==> src/rtl/pport_txarb.sv <==
// pport_txarb: round-robin sharing of one 7-bit pport TX channel among NREQ byte streams, with (ESC,id) switch marks and ESC stuffing.
// Optional macro PPTXARB_PRIORITY_EN: requester 0 wins every arbitration and cuts other bursts short.
module pport_txarb #(
  parameter int         NREQ    = 4,
  parameter int         LGBURST = 4,
  parameter logic [6:0] ESC     = 7'h7f
) (
  input  logic              i_clk,
  input  logic              i_rst_n,
  input  logic [NREQ-1:0]   i_req_stb,
  input  logic [7*NREQ-1:0] i_req_data,
  output logic [NREQ-1:0]   o_req_busy,
  output logic              o_pp_stb,
  output logic [6:0]        o_pp_data,
  input  logic              i_pp_busy,
  output logic [NREQ-1:0]   o_grant
);
  localparam int IW = $clog2(NREQ);
  localparam logic [LGBURST:0] LIM = {1'b1, {LGBURST{1'b0}}};
  typedef enum logic [2:0] {IDLE, SEL_ESC, SEL_ID, DATA, STUFF} state_t;
  state_t state_q, state_d;
  logic stb_q, stb_d, cur_valid_q, cur_valid_d;
  logic [6:0] data_q, data_d, ld_data, word;
  logic [NREQ-1:0] grant_q, grant_d;
  logic [IW-1:0] gidx_q, gidx_d, last_q, last_d, cur_ch_q, cur_ch_d, win, idx;
  logic [LGBURST:0] cnt_q, cnt_d;
  logic load_ok, load, acc, preempt, done;
  assign load_ok = !stb_q || !i_pp_busy;
  assign word = i_req_data[7*gidx_q +: 7];
  assign acc = state_q == DATA && load_ok && i_req_stb[gidx_q];
  assign stb_d = load || (stb_q && !load_ok);
  assign data_d = load ? ld_data : data_q;
`ifdef PPTXARB_PRIORITY_EN
  assign preempt = i_req_stb[0] && gidx_q != '0;
`else
  assign preempt = 1'b0;
`endif
  // Scan from farthest to nearest so the first requester after last_q wins.
  always_comb begin
    win = '0;
    idx = '0;
    for (int i = NREQ; i >= 1; i--) begin
      idx = IW'((int'(last_q) + i) % NREQ);
      if (i_req_stb[idx]) win = idx;
    end
`ifdef PPTXARB_PRIORITY_EN
    if (i_req_stb[0]) win = '0;
`endif
  end
  always_comb begin
    state_d = state_q;
    grant_d = grant_q;
    gidx_d = gidx_q;
    last_d = last_q;
    cur_ch_d = cur_ch_q;
    cur_valid_d = cur_valid_q;
    cnt_d = cnt_q;
    load = 1'b0;
    ld_data = ESC;
    done = 1'b0;
    o_req_busy = '1;
    case (state_q)
      IDLE: if (|i_req_stb) begin
        grant_d = '0;
        grant_d[win] = 1'b1;
        gidx_d = win;
        cnt_d = '0;
        state_d = (cur_valid_q && cur_ch_q == win) ? DATA : SEL_ESC;
      end
      SEL_ESC: if (load_ok) begin
        load = 1'b1;
        state_d = SEL_ID;
      end
      SEL_ID: if (load_ok) begin
        load = 1'b1;
        ld_data = 7'(gidx_q);
        cur_ch_d = gidx_q;
        cur_valid_d = 1'b1;
        state_d = DATA;
      end
      DATA: begin
        o_req_busy[gidx_q] = !load_ok;
        if (acc) begin
          load = 1'b1;
          ld_data = word;
          cnt_d = cnt_q + 1'b1;
          if (word == ESC) state_d = STUFF;
          else done = cnt_d == LIM || preempt;
        end else done = load_ok;
      end
      STUFF: if (load_ok) begin
        load = 1'b1;
        done = cnt_q == LIM || !i_req_stb[gidx_q] || preempt;
        state_d = DATA;
      end
      default: state_d = IDLE;
    endcase
    if (done) begin
      state_d = IDLE;
      last_d = gidx_q;
      grant_d = '0;
    end
  end
  always_ff @(posedge i_clk or negedge i_rst_n)
    if (!i_rst_n) begin
      state_q <= IDLE;
      stb_q <= 1'b0;
      data_q <= '0;
      grant_q <= '0;
      gidx_q <= '0;
      last_q <= '0;
      cur_ch_q <= '0;
      cur_valid_q <= 1'b0;
      cnt_q <= '0;
    end else begin
      state_q <= state_d;
      stb_q <= stb_d;
      data_q <= data_d;
      grant_q <= grant_d;
      gidx_q <= gidx_d;
      last_q <= last_d;
      cur_ch_q <= cur_ch_d;
      cur_valid_q <= cur_valid_d;
      cnt_q <= cnt_d;
    end
  assign o_pp_stb = stb_q;
  assign o_pp_data = data_q;
  assign o_grant = grant_q;
endmodule

==> config.mk <==
export PLATFORM = sky130hd
export DESIGN_NAME = pport_txarb
export DESIGN_NICKNAME = d
export VERILOG_FILES = /design/src/rtl/pport_txarb.sv
export SDC_FILE = /design/constraint.sdc
export NUM_CORES = 1
export LEC_CHECK = 0
export ABC_AREA = 1
export BUFFER_PORTS_ARGS = -buffer_cell sky130_fd_sc_hd__buf_2
export CAP_MARGIN = 0
export CORE_ASPECT_RATIO = 1.25
export CORE_MARGIN = 1
export CORE_UTILIZATION = 48
export CTS_CLUSTER_SIZE = 20
export DETAILED_ROUTE_END_ITERATION = 10
export HOLD_SLACK_MARGIN = 0.15
export PLACE_DENSITY = 0.76
export SETUP_SLACK_MARGIN = 0.2
export SYNTH_ARGS = -nofsm -noshare
export SYNTH_HDL_FRONTEND = slang
export SYNTH_SLANG_ARGS = --single-unit
==> constraint.sdc <==
create_clock -name i_clk -period 1.6 [get_ports i_clk]
set_input_delay 0.32 -clock i_clk [delete_from_list [all_inputs] [get_ports i_clk]]
set_output_delay 0.32 -clock i_clk [all_outputs]
set_load 0.02 [all_outputs]
==> summary.txt, run 1 <==
Root buffer cell: clkbuf_8
Detailed Routing Iterations Pass 1: 5
Cells after Synth: 304
Worst vdd ir: 1.38 mV
Row cnt: 25
Port Buffers: 50
Fin. Hold Viols: 0
Number of max-cap violations: 0
Fin cells: 460
Fmax: 562 MHz
Total die area: 0.00439 mm^2
Power Density: 1930 mW/mm^2
Final period utilization: 1.11
Antenna Cells: 0
Critical Path Most Common Cell: nand2_2
Setup_tns: -1.96 ns
Cell Area, Synth: 0.00198 mm^2
Ys Warns: 0
Gpl congestion: 0.881
Sequential element share of the synthesized area: 0.341
Number of global-route vias before repair: 2232
Dpl cells: 438
Filler instances: 283
Worst Skew: 0.00898 ns
Yosys reg bits: 27
Mean Syn Cell Area: 6.52 um^2
Largest net degree at the start of global routing: 28
Die Span X: 59.5 um
Post-DP HPWL: 4020 um
Initial Utilization: 0.511
Pins Over Slew Limit: 0
Area grow syn2layout: 56.7%
Vias: 2492
Data required, critical path: 1.79 ns
Yosys cell types: 28
Leakage power: 1.64 nW
Final WS setup: -0.178 ns
Clk pin slew, worst setup/hold paths: 0.10 ns
Post-route cell area: 0.00311 mm^2
Result of the run: complete, but fails checks
Crit path kind: register to register
Tmin final: 1.78 ns
RSZ-0062 raised after global routing: yes
CP arrival: 1.96 ns
Ys flop type: dfrtp_1
Vias per Instance: 5.42
Total congestion overflow: 0
Nets@finish: 445
Worst stage delay on the critical path: 0.50 ns
Final setup fails: 20
WL final: 7070 um
Startpoint class of the critical path: register
1st-iter DRT viols: 139
Number of synthesized flops with an enable pin: 0
Core area: 0.00388 mm^2
Avg WL per Cell: 15.4 um
Crit Path Max Fanout: 8
CP Depth: 13
H-tree depth: 1
Worst R2R Path Depth: 13
Slew HR: 0.579
Final ANT Viol Nets: 0
Clock buffer depth: 2
First-pass GRT wire length: 9230 um
Worst hold slack: 0.487 ns
I/O pin count: 51
Area post-placement: 0.00256 mm^2
Clk sinks: 27
Hold Path Class: register to register
Worst Tran Pin Value: 0.631 ns
CTS tree: yes
Worst skew pair latency: 0.28 ns
Clock buffer count from CTS: 3
Initial antenna violation count: 0
Tot GR Track Use: 0.275
Residual DRC: 0
Commonest cells after routing, fill and taps aside: nand2_1, buf_2, buf_4, inv_1, dfrtp_1
Layout cells sized above 1: 0.485
Crit. End Element: register
Syn Nets: 342
Crit-path cells: buf_6 -> nand2_2 -> nand3_2 -> nand2_4 -> nor2_4 -> nand2_2 -> nand2_2 -> inv_2 -> nand2_4 -> nand2_4 -> buf_12 -> nand2_2 -> o21ai_1
Worst path top cell family by delay: simple AND/OR/NAND/NOR gates
Bufs and invs on worst path: 3
Failing checks: setup timing
Chip height: 73.8 um
Most common cell after layout, fill and taps aside: nand2_1
Hold Path Stages: 2
Async S/R FF share, synth: 1.00
Slowest CP cell: dfrtp_2
[registers in the layout, indices dropped and copies added (netlist names)]
name         count
cnt_q            5
o_pp_stb         1
state_q          3
o_pp_data        7
last_q           2
cur_ch_q         2
gidx_q           2
cur_valid_q      1
o_grant          4
[power breakdown]
part | internal (W) | switching [W]
logic | 0.00183 | 0.00259
clock network | 0.000175 | 0.000233
registers | 0.000920 | 0.000230
total | 0.00293 | 0.00305
[Yosys cell counts, types with 5 or more instances]
| library cell | number | area [um^2] |
|---|---|---|
| dfrtp_1 | 27 | 676 |
| a31oi_1 | 5 | 31.3 |
| inv_1 | 47 | 176 |
| nand2_1 | 107 | 402 |
| o21ai_0 | 8 | 40.0 |
| nand4_1 | 5 | 31.3 |
| inv_2 | 6 | 22.5 |
| o21ai_1 | 8 | 40.0 |
| o22a_1 | 6 | 52.6 |
| nor2_1 | 15 | 56.3 |
| nand3_1 | 34 | 170 |
| nand2_2 | 8 | 50.1 |
[stage by stage]
step,worst slack (ns),total power [W],util
6_report,-0.178,0.00598,0.801
5_1_grt,-0.276,0.00631,0.801
4_1_cts,-0.0825,0.00484,0.702
3_5_place_dp,-0.108,0.00421,0.661
3_3_place_gp,-0.0511,0.00413,0.661
2_1_floorplan,0.105,0.00306,-
[area by class of cell]
type	instances	area [um^2]	share of cell area
timing repair inverter	1	6.26	0.00201
multi-input combinational	216	1370	0.442
clock buffer	3	41.3	0.0133
inverter	55	226	0.0729
clock inverter	1	5.00	0.00161
sequential	27	678	0.218
tap	54	67.6	0.0218
timing repair buffer	103	709	0.228
[tightest hold or removal path, cell delays in order, from the launching register on]
cell	delay, ns
dfrtp_1	0.33
inv_1	0.06
nand2_1	0.06
[per-layer routing]
metal	vias to the layer above	part of all wire	track usage
li1	1168	-	-
met1	1158	0.38	0.314
met2	128	0.50	0.504
met3	38	0.056	0.0387
met4	0	0.060	0.106
met5	-	0	0
[cells by family after synthesis]
logic type,Yosys count,share of synthesized area
AND/OR/NAND/NOR,176,0.393
buffers and inverters,61,0.126
AO/OA/AOI/OAI,37,0.122
flip-flops,27,0.341
adder cells (fa/ha/maj),3,0.0189
[final timing paths]
check,slack (ns),startpoint,endpoint
setup / recovery,-0.18,gidx_q[0],last_q[1]
hold / removal,0.49,cur_valid_q,cur_valid_q
setup reg to reg,-0.18,gidx_q[0],last_q[1]
hold reg to reg,0.49,cur_valid_q,cur_valid_q
max in group asynchronous,0.57,i_rst_n,gidx_q[0]
min in group asynchronous,0.58,i_rst_n,cur_valid_q
[what timing repair did]
action / CTS / global route
cloned: 1 / 1
setup endpoints to repair: 27 / 30
pin swaps: 7 / 35
endpoints found under the hold margin: 27 / 0
hold buffers: 1 / 0
setup buffers: 5 / 10
gates resized for setup: 18 / 88
Note: power is estimated with default switching activity, not from simulation.
==> run 2: changes to the inputs <==
--- a/config.mk
+++ b/config.mk
@@ -15,6 +15,7 @@
 export DETAILED_ROUTE_END_ITERATION = 10
 export HOLD_SLACK_MARGIN = 0.15
 export PLACE_DENSITY = 0.76
+export RECOVER_POWER = 100
 export SETUP_SLACK_MARGIN = 0.2
 export SYNTH_ARGS = -nofsm -noshare
 export SYNTH_HDL_FRONTEND = slang
==> run 2 against run 1 <==
The run still ends with setup timing left. Critical path type unchanged. Worst setup slack better by 0.0014 ns. Clock power up 1%. Combinational power down 0.9%. Clock skew up 0.0010 ns. Die area unchanged. Largest power group unchanged. Register-to-register slack about the same. Sequential power about the same.
==> summary.txt, run 2 (synthesized netlist as in run 1, its figures left out) <==
Slew HR: 0.530
Startpoint class of the critical path: register
Avg WL per Cell: 15.4 um
Most common cell after layout, fill and taps aside: nand2_1
1st-iter DRT viols: 129
Worst vdd ir: 1.38 mV
Number of max-cap violations: 0
Core area: 0.00388 mm^2
H-tree depth: 1
CP arrival: 1.97 ns
Largest net degree at the start of global routing: 28
Clock buffer count from CTS: 3
Power Density: 1930 mW/mm^2
Worst hold slack: 0.485 ns
Hold Path Class: register to register
Residual DRC: 0
Die Span X: 59.5 um
Commonest cells after routing, fill and taps aside: nand2_1, buf_4, inv_1, buf_2, dfrtp_1
Vias: 2494
Final ANT Viol Nets: 0
Leakage power: 1.62 nW
CTS tree: yes
Worst Tran Pin Value: 0.706 ns
Fmax: 563 MHz
Failing checks: setup timing
Slowest CP cell: dfrtp_2
Layout cells sized above 1: 0.461
Area grow syn2layout: 55.5%
Crit. End Element: register
I/O pin count: 51
Tmin final: 1.78 ns
Total congestion overflow: 0
Antenna Cells: 0
Pins Over Slew Limit: 0
Area post-placement: 0.00256 mm^2
Clk pin slew, worst setup/hold paths: 0.10 ns
Final setup fails: 20
RSZ-0062 raised after global routing: yes
Initial Utilization: 0.511
Result of the run: complete, but fails checks
Final WS setup: -0.176 ns
Vias per Instance: 5.42
Worst skew pair latency: 0.29 ns
Row cnt: 25
Detailed Routing Iterations Pass 1: 5
Fin. Hold Viols: 0
Critical Path Most Common Cell: nand2_2
Largest register FFs: 7
Bufs and invs on worst path: 3
Setup_tns: -1.97 ns
Clock buffer depth: 2
Crit Path Max Fanout: 8
Nets@finish: 445
First-pass GRT wire length: 9230 um
Gpl congestion: 0.881
Crit path kind: register to register
Post-DP HPWL: 4020 um
Worst Skew: 0.00998 ns
Number of global-route vias before repair: 2232
Tot GR Track Use: 0.275
Final period utilization: 1.11
Worst stage delay on the critical path: 0.50 ns
Port Buffers: 50
Initial antenna violation count: 0
Clk sinks: 27
Total die area: 0.00439 mm^2
Chip height: 73.8 um
Data required, critical path: 1.79 ns
Post-route cell area: 0.00308 mm^2
Worst path top cell family by delay: simple AND/OR/NAND/NOR gates
Crit-path cells: buf_6 -> nand2_2 -> nand3_2 -> nand2_4 -> nor2_4 -> nand2_2 -> nand2_2 -> inv_2 -> nand2_4 -> nand2_4 -> buf_12 -> nand2_2 -> o21ai_1
Root buffer cell: clkbuf_8
WL final: 7100 um
[run 2: routing by layer]
metal,up-vias,routed length (um),track usage
met5,-,0,0
met4,0,433,0.106
met3,40,430,0.0387
met2,137,3560,0.504
met1,1150,2670,0.314
li1,1167,-,-
[run 2: final timing paths]
path                        startpoint  cells past startpoint  slack, ns          end
max reg2reg                  gidx_q[0]                     13      -0.18    last_q[1]
min in group asynchronous      i_rst_n                      2       0.60  cur_valid_q
max in group asynchronous      i_rst_n                      2       0.50    gidx_q[0]
min reg2reg                cur_valid_q                      2       0.49  cur_valid_q
min                        cur_valid_q                      2       0.49  cur_valid_q
max                          gidx_q[0]                     13      -0.18    last_q[1]
[run 2: layout make-up]
type                            count  area [um^2]
Multi-Input combinational cell    216         1360
Fill cell                         293          797
Timing Repair Buffer              103          698
Sequential cell                    27          678
Inverter                           55          226
Tap cell                           54         67.6
Clock buffer                        3         41.3
Timing Repair inverter              1         6.26
Clock inverter                      1         5.00
[run 2: what timing repair did]
| action | in CTS | in global routing |
|---|---|---|
| gates resized for setup | 18 | 88 |
| buffers inserted | 5 | 10 |
| pin swaps | 7 | 35 |
| setup endpoints to repair | 27 | 30 |
| hold endpoints to repair | 27 | 0 |
| hold buffers | 1 | 0 |
| cloned | 1 | 1 |
[run 2: worst register-to-register path, stage by stage (launching register included)]
cell and delay [ns]:
dfrtp_2 0.50, buf_6 0.18, nand2_2 0.05, nand3_2 0.08
nand2_4 0.06, nor2_4 0.19, nand2_2 0.07, nand2_2 0.09
inv_2 0.06, nand2_4 0.09, nand2_4 0.07, buf_12 0.14
nand2_2 0.05, o21ai_1 0.06
[run 2: power breakdown]
part	leakage, nW	internal [W]	switching, W
Combinational	1.27	0.00181	0.00257
Clock	0.0255	0.000176	0.000238
Sequential	0.322	0.000921	0.000234
[run 2: per-stage QoR]
step                power (W)  setup slack [ns]   util  std cells
floorplan             0.00306             0.105      -        304
global placement      0.00413           -0.0511  0.661        438
detailed placement    0.00421            -0.108  0.661        438
CTS                   0.00484           -0.0825  0.702        449
global route          0.00627            -0.276  0.795        460
finish                0.00594            -0.176  0.795        460
